File: config.mk
export PLATFORM = sky130hd
export DESIGN_NAME = counter_nbit_mod
export DESIGN_NICKNAME = d
export VERILOG_FILES = /design/src/rtl/counter_pkg.sv /design/src/rtl/clk_div_tick.sv /design/src/rtl/counter_nbit_mod.sv
export SDC_FILE = /design/constraint.sdc
export NUM_CORES = 1
export LEC_CHECK = 0
export CAP_MARGIN = 20
export CORE_UTILIZATION = 40
export DETAILED_ROUTE_END_ITERATION = 8
export PLACE_DENSITY = 0.7
export SLEW_MARGIN = 20
export SYNTH_ARGS = -nofsm -noshare
export SYNTH_HDL_FRONTEND = slang
export SYNTH_SLANG_ARGS = --single-unit
File: constraint.sdc
create_clock -name iClk -period 2.6 [get_ports iClk]
set_input_delay 0.26 -clock iClk [delete_from_list [all_inputs] [get_ports iClk]]
set_output_delay 0.26 -clock iClk [all_outputs]
set_load 0.02 [all_outputs]
File: src/rtl/counter_pkg.sv
// Shared definitions for the counter family: boundary-mode encodings and
// the clock-divide ratio computation used by the prescaler.
package counter_pkg;

  // Boundary behaviour when the count reaches 0 or iLimit
  typedef enum logic {
    MODE_WRAP = 1'b0,
    MODE_SAT  = 1'b1
  } mode_e;

  // Integer divide ratio between the input clock and the count rate
  function automatic int calcDiv(input int oldHz, input int newHz);
    return oldHz / newHz;
  endfunction

  // Width of a counter that must hold 0..div-1 (at least one bit)
  function automatic int calcDivWidth(input int div);
    return (div > 2) ? $clog2(div) : 1;
  endfunction

endpackage

File: src/rtl/clk_div_tick.sv
// Prescaler producing a one-cycle tick every DIV input clocks plus a
// divided clock whose falling edge lines up with the edge that ends the tick.
module clk_div_tick
  import counter_pkg::*;
#(
  parameter int OLD_HZ = 10,
  parameter int NEW_HZ = 1
) (
  input  logic iClk,
  input  logic inReset,
  output logic tick,
  output logic clk_div
);

  localparam int DIV = calcDiv(OLD_HZ, NEW_HZ);
  localparam int PW  = calcDivWidth(DIV);

  generate
    if (DIV < 2) begin : gDivCheck
      $error("clk_div_tick: OLD_HZ/NEW_HZ must be at least 2");
    end
  endgenerate

  logic [PW-1:0] pre_r;
  logic [PW-1:0] preNext_s;
  logic          clkDiv_r;

  // Next prescaler value: wrap to zero after DIV-1
  always_comb begin
    preNext_s = pre_r;
    if (pre_r == PW'(DIV - 1)) begin
      preNext_s = {PW{1'b0}};
    end else begin
      preNext_s = pre_r + PW'(1);
    end
  end

  // Prescaler and divided-clock registers; the divided clock is decoded from
  // the next prescaler value so it is a clean register output
  always_ff @(posedge iClk or negedge inReset) begin
    if (!inReset) begin
      pre_r    <= {PW{1'b0}};
      clkDiv_r <= 1'b0;
    end else begin
      pre_r    <= preNext_s;
      clkDiv_r <= (preNext_s >= PW'(DIV / 2));
    end
  end

  assign tick    = (pre_r == PW'(DIV - 1));
  assign clk_div = clkDiv_r;

endmodule

File: src/rtl/counter_nbit_mod.sv
// Loadable up/down counter with wrap or saturate boundary handling, advanced
// once per prescaler tick, with a one-cycle terminal-count pulse.
module counter_nbit_mod
  import counter_pkg::*;
#(
  parameter int WIDTH  = 4,
  parameter int OLD_HZ = 10,
  parameter int NEW_HZ = 1
) (
  input  logic             iClk,
  input  logic             inReset,
  input  logic             iLoad,
  input  logic             iCount_en,
  input  logic             iUp,
  input  logic             iMode,
  input  logic [WIDTH-1:0] iCount_in,
  input  logic [WIDTH-1:0] iLimit,
  output logic [WIDTH-1:0] oCount_out,
  output logic             oTc,
  output logic             oclk_div
);

  generate
    if (WIDTH < 2 || WIDTH > 32) begin : gWidthCheck
      $error("counter_nbit_mod: WIDTH must be in 2..32");
    end
  endgenerate

  logic             tick_s;
  logic             clkDiv_s;
  mode_e            mode_s;
  logic [WIDTH-1:0] count_r;
  logic [WIDTH-1:0] nextCount_s;
  logic             tc_r;
  logic             nextTc_s;

  assign mode_s = mode_e'(iMode);

  clk_div_tick #(
    .OLD_HZ (OLD_HZ),
    .NEW_HZ (NEW_HZ)
  ) uClkDivTick (
    .iClk    (iClk),
    .inReset (inReset),
    .tick    (tick_s),
    .clk_div (clkDiv_s)
  );

  // Next count and terminal-count flag: load beats count beats hold, and only
  // a counting tick that hits a boundary raises the terminal flag
  always_comb begin
    nextCount_s = count_r;
    nextTc_s    = 1'b0;
    if (tick_s) begin
      if (iLoad) begin
        nextCount_s = (iCount_in > iLimit) ? iLimit : iCount_in;
      end else if (iCount_en) begin
        if (iUp) begin
          if (count_r >= iLimit) begin
            nextTc_s    = 1'b1;
            nextCount_s = (mode_s == MODE_SAT) ? iLimit : {WIDTH{1'b0}};
          end else begin
            nextCount_s = count_r + WIDTH'(1);
          end
        end else begin
          if (count_r == {WIDTH{1'b0}}) begin
            nextTc_s    = 1'b1;
            nextCount_s = (mode_s == MODE_SAT) ? {WIDTH{1'b0}} : iLimit;
          end else begin
            nextCount_s = count_r - WIDTH'(1);
          end
        end
      end else begin
        nextCount_s = count_r;
      end
    end else begin
      nextCount_s = count_r;
    end
  end

  // Count and terminal-count registers
  always_ff @(posedge iClk or negedge inReset) begin
    if (!inReset) begin
      count_r <= {WIDTH{1'b0}};
      tc_r    <= 1'b0;
    end else begin
      count_r <= nextCount_s;
      tc_r    <= nextTc_s;
    end
  end

  assign oCount_out = count_r;
  assign oTc        = tc_r;
  assign oclk_div   = clkDiv_s;

endmodule

==> metrics.cfg, run 1 <==
[run_status]
outcome=finished, final reports clean

[drt]
vias=912
initialDrtViolationCount=41
post_drt_antenna_nets=0
route.final.wire_length_microns=2270
avgRoutedWirePerCell_microns=14.0
drt_first_pass_iters=4
total_drc_errors_in_the_routed_layout=0
avgViaCountPerCell=5.63

[grt]
largest_net_degree_at_the_start_of_global_routing=13
antenna_found_initial=0
grt_remaining_overflow=0
grt_usage_pct=21.0
grt_pass1_wl_microns=4040
grt_pass1_vias=916

[sta]
finalMaxSlewViolations=0
holdWs_ns=0.286
number_of_hold_slack_violations_in_the_final_timing_report=0
min_period_over_period_pct=89.2
clock_skews_ns=0.00704
tightestPinTransition_ns=0.571
fin_tns_setup_ns=0
post-route-min-period_ns=2.32
final-setup-viol-count=0
max_clock_freq_ghz=0.431
rsz0062_at_grt=false
timing.max_slew.rel_slack_pct=61.7
worst_slack_ns=0.282

[final_layout]
most_used_cells_in_the_layout_excluding_fill_and_tap_cells=sky130_fd_sc_hd__clkdlybuf4s50_1, sky130_fd_sc_hd__ha_1, sky130_fd_sc_hd__inv_1, sky130_fd_sc_hd__dfrtp_1, sky130_fd_sc_hd__nor2_1
final_cell_area_sq_mm=0.00124
antenna-diode-count=0
area_growth_syn_to_layout_pct=29.8
finalCoreUtilization_pct=55.5
final_common_cell=sky130_fd_sc_hd__clkdlybuf4s50_1
post_route_cells_drive_above_1_share_pct=8.96
layout.filler_cells=219
stdcell_count=162
final_nets=162

[hold_path]
hold_class=primary input to async pin

[synthesis]
seq_area_frac_synth_pct=26.2
ys_ff_latch=10
synth_area_sq_um=955
postSynthNetCount=137
syn-mean-instance-area_sq_um=8.68
netlist_instances=110
synth_top_flop_cell=sky130_fd_sc_hd__dfrtp_1
post_synth_main_area_contributors=sky130_fd_sc_hd__dfrtp_1, sky130_fd_sc_hd__ha_1, sky130_fd_sc_hd__inv_1
synth.largest_area_cell=sky130_fd_sc_hd__dfrtp_1
warnings_from_yosys=0
async_reset_ff_share_pct=100
portion_of_synthesized_cell_area_occupied_by_the_leading_cell_type_pct=26.2
yosys.cell_types.count=38
synth-edff-count=0

[setup_path]
critPathCaptureType=flop
critical_path_type=flop to flop
timing.critical_path.required_ns=2.79
critical_path_arrival_ns=2.51
reg2reg_setup_slack_ns=0.28
cp_max_fo=8
ff2ff_path_depth=8
setup.worst_path.start_class=flop

[cts]
numCtsBuffers=3
cts_hold_repair.buffers=0
post_cts_buffers=0
cts.reportedPaths.clkPinSlew_ns=0.07
cts_root_buffer=sky130_fd_sc_hd__clkbuf_4
insertion_delay_ns=0.27
tritoncts_num_sinks=10
clock_tree_from_tritoncts=built
ctsLongestPathBuffers=2
cts_repair_resize_count=0
htree_levels=1

[power]
power-per-cell-area_mw_per_mm2=522
design_power_total_uw=647
irDropWorstVdd_mv=0.311
power.leakage_nw=0.532

[die]
die_h_microns=50.9
io_pins=20
placementRows=17
die_area_sq_mm=0.00259
core_area_sq_mm=0.00223
start_util_pct=42.7
die_w_microns=50.9

[placement]
detailedPlace.worstSlack_ns=0.160
dp_hpwl_microns=1810
place_inst=158
post_placement_cell_area_sq_mm=0.00120
io_buffers=19
gp_congestion=0.936

[flow_run]
max_cap_viol_count=0

where the power goes:
group          internal, mW  total [mW]  switching [mW]
clock                0.0852       0.142          0.0565
sequential            0.169       0.192          0.0230
combinational         0.153       0.313           0.160
total                 0.407       0.647           0.240
per-layer routing:
| layer | vias to the layer above | GRT usage (%) | share of wire (%) |
|---|---|---|---|
| li1 | 455 | - | - |
| met1 | 426 | 26.8 | 48 |
| met2 | 26 | 34.4 | 45 |
| met3 | 5 | 5.36 | 5.0 |
| met4 | 0 | 7.41 | 1.7 |
| met5 | - | 0 | 0 |
synth_stat cells, types with 2 or more instances:
cell type and instances:
sky130_fd_sc_hd__o211ai_1 2, sky130_fd_sc_hd__nand2b_1 4, sky130_fd_sc_hd__dfrtp_1 10, sky130_fd_sc_hd__a21oi_1 7, sky130_fd_sc_hd__nand3_1 5, sky130_fd_sc_hd__o21ai_1 2, sky130_fd_sc_hd__a32oi_1 2, sky130_fd_sc_hd__ha_1 13
sky130_fd_sc_hd__nor3_1 4, sky130_fd_sc_hd__mux2i_1 2, sky130_fd_sc_hd__a311o_1 2, sky130_fd_sc_hd__xnor2_1 3, sky130_fd_sc_hd__nor2_1 8, sky130_fd_sc_hd__clkbuf_1 4, sky130_fd_sc_hd__a311oi_1 2, sky130_fd_sc_hd__o21ai_0 2
sky130_fd_sc_hd__a31oi_1 3, sky130_fd_sc_hd__nand2_1 6, sky130_fd_sc_hd__inv_1 10
critical path, cell delays in order, from the launching register on:
cell and delay (ns):
sky130_fd_sc_hd__dfrtp_1 0.46, sky130_fd_sc_hd__inv_1 0.16, sky130_fd_sc_hd__ha_1 0.29, sky130_fd_sc_hd__nand2b_4 0.15, sky130_fd_sc_hd__a2111oi_4 0.35, sky130_fd_sc_hd__a21oi_2 0.13, sky130_fd_sc_hd__or2_0 0.22, sky130_fd_sc_hd__a311o_1 0.31
sky130_fd_sc_hd__a32oi_1 0.16
flip-flops by register name, indices dropped and copies added, names as in the netlist:
name,flops
uClkDivTick.pre_r,4
oCount_out,4
oTc,1
uClkDivTick.clk_div,1
cells by family after synthesis:
group,synth area share [%]
flops,26.2
xor+xnor,3.67
buf+inv,5.50
fa+ha+maj,17.0
simple gates,19.4
compound gates,26.1
mux,2.10
area by class of cell:
class	count	area, sq um	area share [%]
Tap cell	28	35.0	2.83
Inverter	10	37.5	3.03
Clock buffer	4	36.3	2.93
Sequential cell	10	250	20.2
Multi-Input combinational cell	86	652	52.6
Timing Repair Buffer	24	228	18.4
final timing paths:
check,from,end
setup reg to reg,oCount_out[0],oCount_out[0]
hold / removal,inReset,uClkDivTick.pre_r[2]
max in group asynchronous,inReset,uClkDivTick.clk_div
min in group iClk,uClkDivTick.pre_r[0],uClkDivTick.pre_r[0]
setup / recovery,oCount_out[0],oCount_out[0]
hold reg to reg,uClkDivTick.pre_r[0],uClkDivTick.pre_r[0]
Note: power is estimated with default switching activity, not from simulation.
==> run 2: changes to the inputs <==
--- a/config.mk
+++ b/config.mk
@@ -8,7 +8,7 @@
 export CAP_MARGIN = 20
 export CORE_UTILIZATION = 40
 export DETAILED_ROUTE_END_ITERATION = 8
-export PLACE_DENSITY = 0.7
+export PLACE_DENSITY = 0.76
 export SLEW_MARGIN = 20
 export SYNTH_ARGS = -nofsm -noshare
 export SYNTH_HDL_FRONTEND = slang
==> run 2 against run 1 <==
Net effect:
- cell area shrank 0.51%
- combinational power shrank 2%
- sequential power is essentially flat
- flip-flop and latch count is the same
- worst setup slack gained 0.080 ns
- clock-buffer cell count shrank 1
- die area is the same
- largest cell class unchanged
- largest power group unchanged
==> metrics.cfg, run 2 (synthesis results as in run 1) <==
[run_status]
outcome=finished, final reports clean

[placement]
gp_congestion=0.925  ; -1.1%
dp_hpwl_microns=1840  ; +1.6%
io_buffers=19  ; unchanged
detailedPlace.worstSlack_ns=0.164  ; +0.00432 ns

[final_layout]
post_route_cells_drive_above_1_share_pct=8.96  ; unchanged
area_growth_syn_to_layout_pct=29.1
most_used_cells_in_the_layout_excluding_fill_and_tap_cells=sky130_fd_sc_hd__clkdlybuf4s50_1, sky130_fd_sc_hd__ha_1, sky130_fd_sc_hd__inv_1, sky130_fd_sc_hd__dfrtp_1, sky130_fd_sc_hd__nor2_1
final_common_cell=sky130_fd_sc_hd__clkdlybuf4s50_1
final_nets=163  ; +0.62%
layout.filler_cells=213  ; -2.7%
antenna-diode-count=0  ; unchanged

[sta]
fin_tns_setup_ns=0  ; unchanged
min_period_over_period_pct=86.1  ; -3.1 points
rsz0062_at_grt=false
clock_skews_ns=0.000283  ; -0.00675 ns
finalMaxSlewViolations=0  ; unchanged
timing.max_slew.rel_slack_pct=60.1  ; -1.6 points
max_clock_freq_ghz=0.447  ; +3.6%
holdWs_ns=0.310  ; +0.0236 ns
worst_slack_ns=0.362  ; +0.0803 ns
final-setup-viol-count=0  ; unchanged
post-route-min-period_ns=2.24  ; -0.0803 ns
tightestPinTransition_ns=0.594  ; +0.0231 ns
number_of_hold_slack_violations_in_the_final_timing_report=0  ; unchanged

[grt]
grt_usage_pct=20.8  ; -0.27 points
met1_usage_pct=24.6  ; -2.1 points
global_routing_s_busiest_layer=met2
grt_pass1_wl_microns=3940  ; -2.4%
largest_net_degree_at_the_start_of_global_routing=13  ; unchanged
grt_pass1_vias=913  ; -0.33%
groute.layer.met2.usage_pct=36.9  ; +2.4 points
antenna_found_initial=0  ; unchanged
gr-usage-met3_pct=2.68  ; -2.7 points
grt_remaining_overflow=0  ; unchanged

[die]
die_w_microns=50.9  ; unchanged
die_area_sq_mm=0.00259  ; unchanged
start_util_pct=42.7  ; unchanged
die_h_microns=50.9  ; unchanged
placementRows=17  ; unchanged
io_pins=20  ; unchanged
core_area_sq_mm=0.00223  ; unchanged

[cts]
ctsLongestPathBuffers=2  ; unchanged
tritoncts_num_sinks=10  ; unchanged
cts_hold_repair.buffers=0  ; unchanged
cts_repair_resize_count=0  ; unchanged
cts_root_buffer=sky130_fd_sc_hd__clkbuf_4
post_cts_buffers=0  ; unchanged
numCtsBuffers=3  ; unchanged
htree_levels=1  ; unchanged
cts.reportedPaths.clkPinSlew_ns=0.06  ; about the same
clock_tree_from_tritoncts=built
insertion_delay_ns=0.26  ; about the same

[drt]
total_drc_errors_in_the_routed_layout=0  ; unchanged
avgRoutedWirePerCell_microns=14.0  ; +0.22%
drt_first_pass_iters=4  ; unchanged
post_drt_antenna_nets=0  ; unchanged
initialDrtViolationCount=18  ; -56%
vias=895  ; -1.9%
route.final.wire_length_microns=2270  ; +0.22%
avgViaCountPerCell=5.52  ; -1.9%

[setup_path]
ff2ff_path_depth=8  ; unchanged
worstReg2RegEnd=oCount_out[0]
startpoint_of_the_worst_slack_reg_to_reg_timing_path=oCount_out[0]
cp_max_fo=8  ; unchanged
critical_path_type=flop to flop
timing.critical_path.required_ns=2.77  ; -0.02 ns
critPathCaptureType=flop
critical_path_arrival_ns=2.41  ; -0.10 ns
reg2reg_setup_slack_ns=0.36  ; +0.08 ns
setup.worst_path.start_class=flop

[power]
design_power_total_uw=604  ; -6.6%
power-per-cell-area_mw_per_mm2=490  ; -6.1%
irDropWorstVdd_mv=0.231  ; -26%
power.leakage_nw=0.529  ; -0.46%

[hold_path]
hold_class=primary input to async pin

[flow_run]
max_cap_viol_count=0  ; unchanged

[run 2: cell types whose count changed in the layout (fill, tap and decap cells not counted)]
cell,before,now
sky130_fd_sc_hd__clkbuf_8,1,0
sky130_fd_sc_hd__buf_4,5,6
[run 2: worst max-delay path by stage]
stage                  startpoint            end  slack [ns]  cells past startpoint
floorplan           oCount_out[0]  oCount_out[0]        0.36                      8
global placement        iLimit[2]  oCount_out[0]        0.25                      8
detailed placement      iLimit[2]  oCount_out[0]        0.16                      8
CTS                 oCount_out[0]  oCount_out[0]        0.37                      8
global route        oCount_out[0]  oCount_out[0]        0.25                      8
finish              oCount_out[0]  oCount_out[0]        0.36                      8
[run 2: worst max-delay path, cell delays in order (launching register included)]
cell and delay (ns):
sky130_fd_sc_hd__dfrtp_1 0.38, sky130_fd_sc_hd__inv_1 0.15, sky130_fd_sc_hd__ha_1 0.26, sky130_fd_sc_hd__nand2b_4 0.15
sky130_fd_sc_hd__a2111oi_4 0.36, sky130_fd_sc_hd__a21oi_2 0.13, sky130_fd_sc_hd__or2_0 0.22, sky130_fd_sc_hd__a311o_1 0.31
sky130_fd_sc_hd__a32oi_1 0.19
[run 2: layout make-up]
class | count | area [sq um] | area share, %
clock buffer | 3 | 22.5 | 1.83
sequential | 10 | 250 | 20.3
inverter | 10 | 37.5 | 3.05
timing repair buffer | 25 | 235 | 19.1
multi-input combinational | 86 | 652 | 52.9
tap | 28 | 35.0 | 2.84
[run 2: per-stage QoR]
step | instance area [sq um] | util (%) | cells
CTS | 1230 | 55.2 | 162
finish | 1230 | 55.2 | 162
global route | 1230 | 55.2 | 162
floorplan | 955 | - | 110
detailed placement | 1210 | 54.2 | 159
global placement | 1210 | 54.2 | 159
[run 2: where the power goes]
group / switching (mW) / leakage, nW / internal, mW
clock network: 0.0477 / 0.0138 / 0.0532
registers: 0.0262 / 0.117 / 0.169
logic: 0.155 / 0.399 / 0.153
[run 2: metal layers]
layer  up-vias  routed length, microns
li1        461                       -
met1       404                    1050
met2        25                    1110
met3         5                      73
met4         0                      40
met5         -                       0
==> run 3: changes to the inputs <==
--- a/config.mk
+++ b/config.mk
@@ -8,7 +8,8 @@
 export CAP_MARGIN = 20
 export CORE_UTILIZATION = 40
 export DETAILED_ROUTE_END_ITERATION = 8
-export PLACE_DENSITY = 0.76
+export DONT_BUFFER_PORTS = 1
+export PLACE_DENSITY = 0.65
 export SLEW_MARGIN = 20
 export SYNTH_ARGS = -nofsm -noshare
 export SYNTH_HDL_FRONTEND = slang
==> run 3 against run 2 <==
Net effect:
- cell count down 12%
- sequential share of layout area is 3.7 points higher
- power decreased by 3.8%
- first-iteration DRC count grew 61%
- critical endpoint unchanged
==> metrics.cfg, run 3 (synthesis results as in run 1) <==
[setup_path]
critPathCaptureType=flop
cp_max_fo=8  ; unchanged
critical_path_type=flop to flop
critical_path_arrival_ns=2.34  ; -0.07 ns
setup.worst_path.start_class=flop
timing.critical_path.required_ns=2.78  ; about the same

[final_layout]
antenna-diode-count=0  ; unchanged
most_used_cells_in_the_layout_excluding_fill_and_tap_cells=sky130_fd_sc_hd__ha_1, sky130_fd_sc_hd__inv_1, sky130_fd_sc_hd__dfrtp_1
post_route_cells_drive_above_1_share_pct=8.77  ; -0.18 points
final_nets=142  ; -13%
area_growth_syn_to_layout_pct=9.31
final_common_cell=sky130_fd_sc_hd__ha_1

[power]
irDropWorstVdd_mv=0.291  ; +26%
power.leakage_nw=0.452  ; -15%
power-per-cell-area_mw_per_mm2=557  ; +14%

[die]
die_h_microns=50.9  ; unchanged
start_util_pct=42.7  ; unchanged
core_area_sq_mm=0.00223  ; unchanged
io_pins=20  ; unchanged
die_area_sq_mm=0.00259  ; unchanged
die_w_microns=50.9  ; unchanged
placementRows=17  ; unchanged

[cts]
post_cts_buffers=0  ; unchanged
tritoncts_num_sinks=10  ; unchanged
cts_hold_repair.buffers=1  ; +1
htree_levels=1  ; unchanged
cts_repair_resize_count=0  ; unchanged
clock_tree_from_tritoncts=built
ctsLongestPathBuffers=2  ; unchanged
numCtsBuffers=3  ; unchanged
cts_root_buffer=sky130_fd_sc_hd__clkbuf_4
cts.reportedPaths.clkPinSlew_ns=0.07  ; about the same
insertion_delay_ns=0.26  ; about the same

[grt]
antenna_found_initial=0  ; unchanged
grt_pass1_vias=798  ; -13%
grt_remaining_overflow=0  ; unchanged
largest_net_degree_at_the_start_of_global_routing=14  ; +1
grt_usage_pct=18.8  ; -1.9 points
grt_pass1_wl_microns=3620  ; -8.0%

[sta]
post-route-min-period_ns=2.15  ; -0.0828 ns
rsz0062_at_grt=false
number_of_hold_slack_violations_in_the_final_timing_report=0  ; unchanged
min_period_over_period_pct=82.9  ; -3.2 points
worst_slack_ns=0.445  ; +0.0828 ns
clock_skews_ns=0.00190  ; +0.00161 ns
finalMaxSlewViolations=0  ; unchanged
final-setup-viol-count=0  ; unchanged
max_clock_freq_ghz=0.464  ; +3.8%
fin_tns_setup_ns=0  ; unchanged
timing.max_slew.rel_slack_pct=60.2  ; about the same
tightestPinTransition_ns=0.593  ; -0.000684 ns

[drt]
avgRoutedWirePerCell_microns=14.9  ; +6.5%
total_drc_errors_in_the_routed_layout=0  ; unchanged
route.final.wire_length_microns=2120  ; -6.6%
avgViaCountPerCell=5.93  ; +7.3%
drt_first_pass_iters=4  ; unchanged
vias=842  ; -5.9%
post_drt_antenna_nets=0  ; unchanged
initialDrtViolationCount=29  ; +11

[flow_run]
max_cap_viol_count=0  ; unchanged

[run_status]
outcome=finished, final reports clean

[placement]
detailedPlace.worstSlack_ns=0.482  ; +0.317 ns
dp_hpwl_microns=1730  ; -5.8%
gp_congestion=0.802  ; -13%
io_buffers=0  ; -19

[hold_path]
hold_class=primary input to flop

-- run 3: layout make-up --
cell class              count  area, sq um
clock buffers               4         36.3
fillers                   230         1190
inverters                  10         37.5
multi-input cells          86          652
flip-flops and latches     10          250
well taps                  28         35.0
repair buffers              4         32.5
-- run 3: path summary, 6_finish.rpt --
| kind | end | cells past startpoint | startpoint | slack [ns] |
|---|---|---|---|---|
| hold reg to reg | uClkDivTick.pre_r[0] | 1 | uClkDivTick.pre_r[0] | 0.51 |
| min in group asynchronous | uClkDivTick.pre_r[2] | 1 | inReset | 0.39 |
| setup reg to reg | oCount_out[0] | 8 | oCount_out[0] | 0.45 |
| max in group asynchronous | oCount_out[0] | 1 | inReset | 1.89 |
| hold / removal | oTc | 1 | iLoad | 0.08 |
| setup / recovery | oCount_out[0] | 8 | oCount_out[0] | 0.45 |
-- run 3: critical path, cell delays in order (launching register included) --
cell and delay (ns):
sky130_fd_sc_hd__dfrtp_1 0.38, sky130_fd_sc_hd__inv_1 0.13, sky130_fd_sc_hd__ha_1 0.25, sky130_fd_sc_hd__nand2b_4 0.14, sky130_fd_sc_hd__a2111oi_4 0.34, sky130_fd_sc_hd__a21oi_2 0.12, sky130_fd_sc_hd__or2_0 0.22, sky130_fd_sc_hd__a311o_1 0.32
sky130_fd_sc_hd__a32oi_1 0.16
-- run 3: metal layers --
metal  track usage, %  vias to the layer above  share of wire (%)
met5                0                        -                  0
met4             6.94                        0                  0
met3             3.57                        0                5.8
met2             30.4                       29                 48
met1             24.9                      395                 47
li1                 -                      418                  -
-- run 3: per-stage QoR --
step	total power, mW	cells	util, %	instance area (sq um)	hold slack (ns)
after CTS	0.586	142	46.7	1040	0.0644
after detailed placement	0.440	137	44.6	997	-0.0354
final	0.581	142	46.7	1040	0.0751
after global placement	0.437	137	44.6	997	-0.0354
after floorplan	0.396	110	-	955	-0.0356
after global routing	0.625	142	46.7	1040	0.0608
-- run 3: where the power goes --
part / switching (mW) / internal [mW]
sequential: 0.0271 / 0.169
clock: 0.0536 / 0.0849
combinational: 0.133 / 0.114
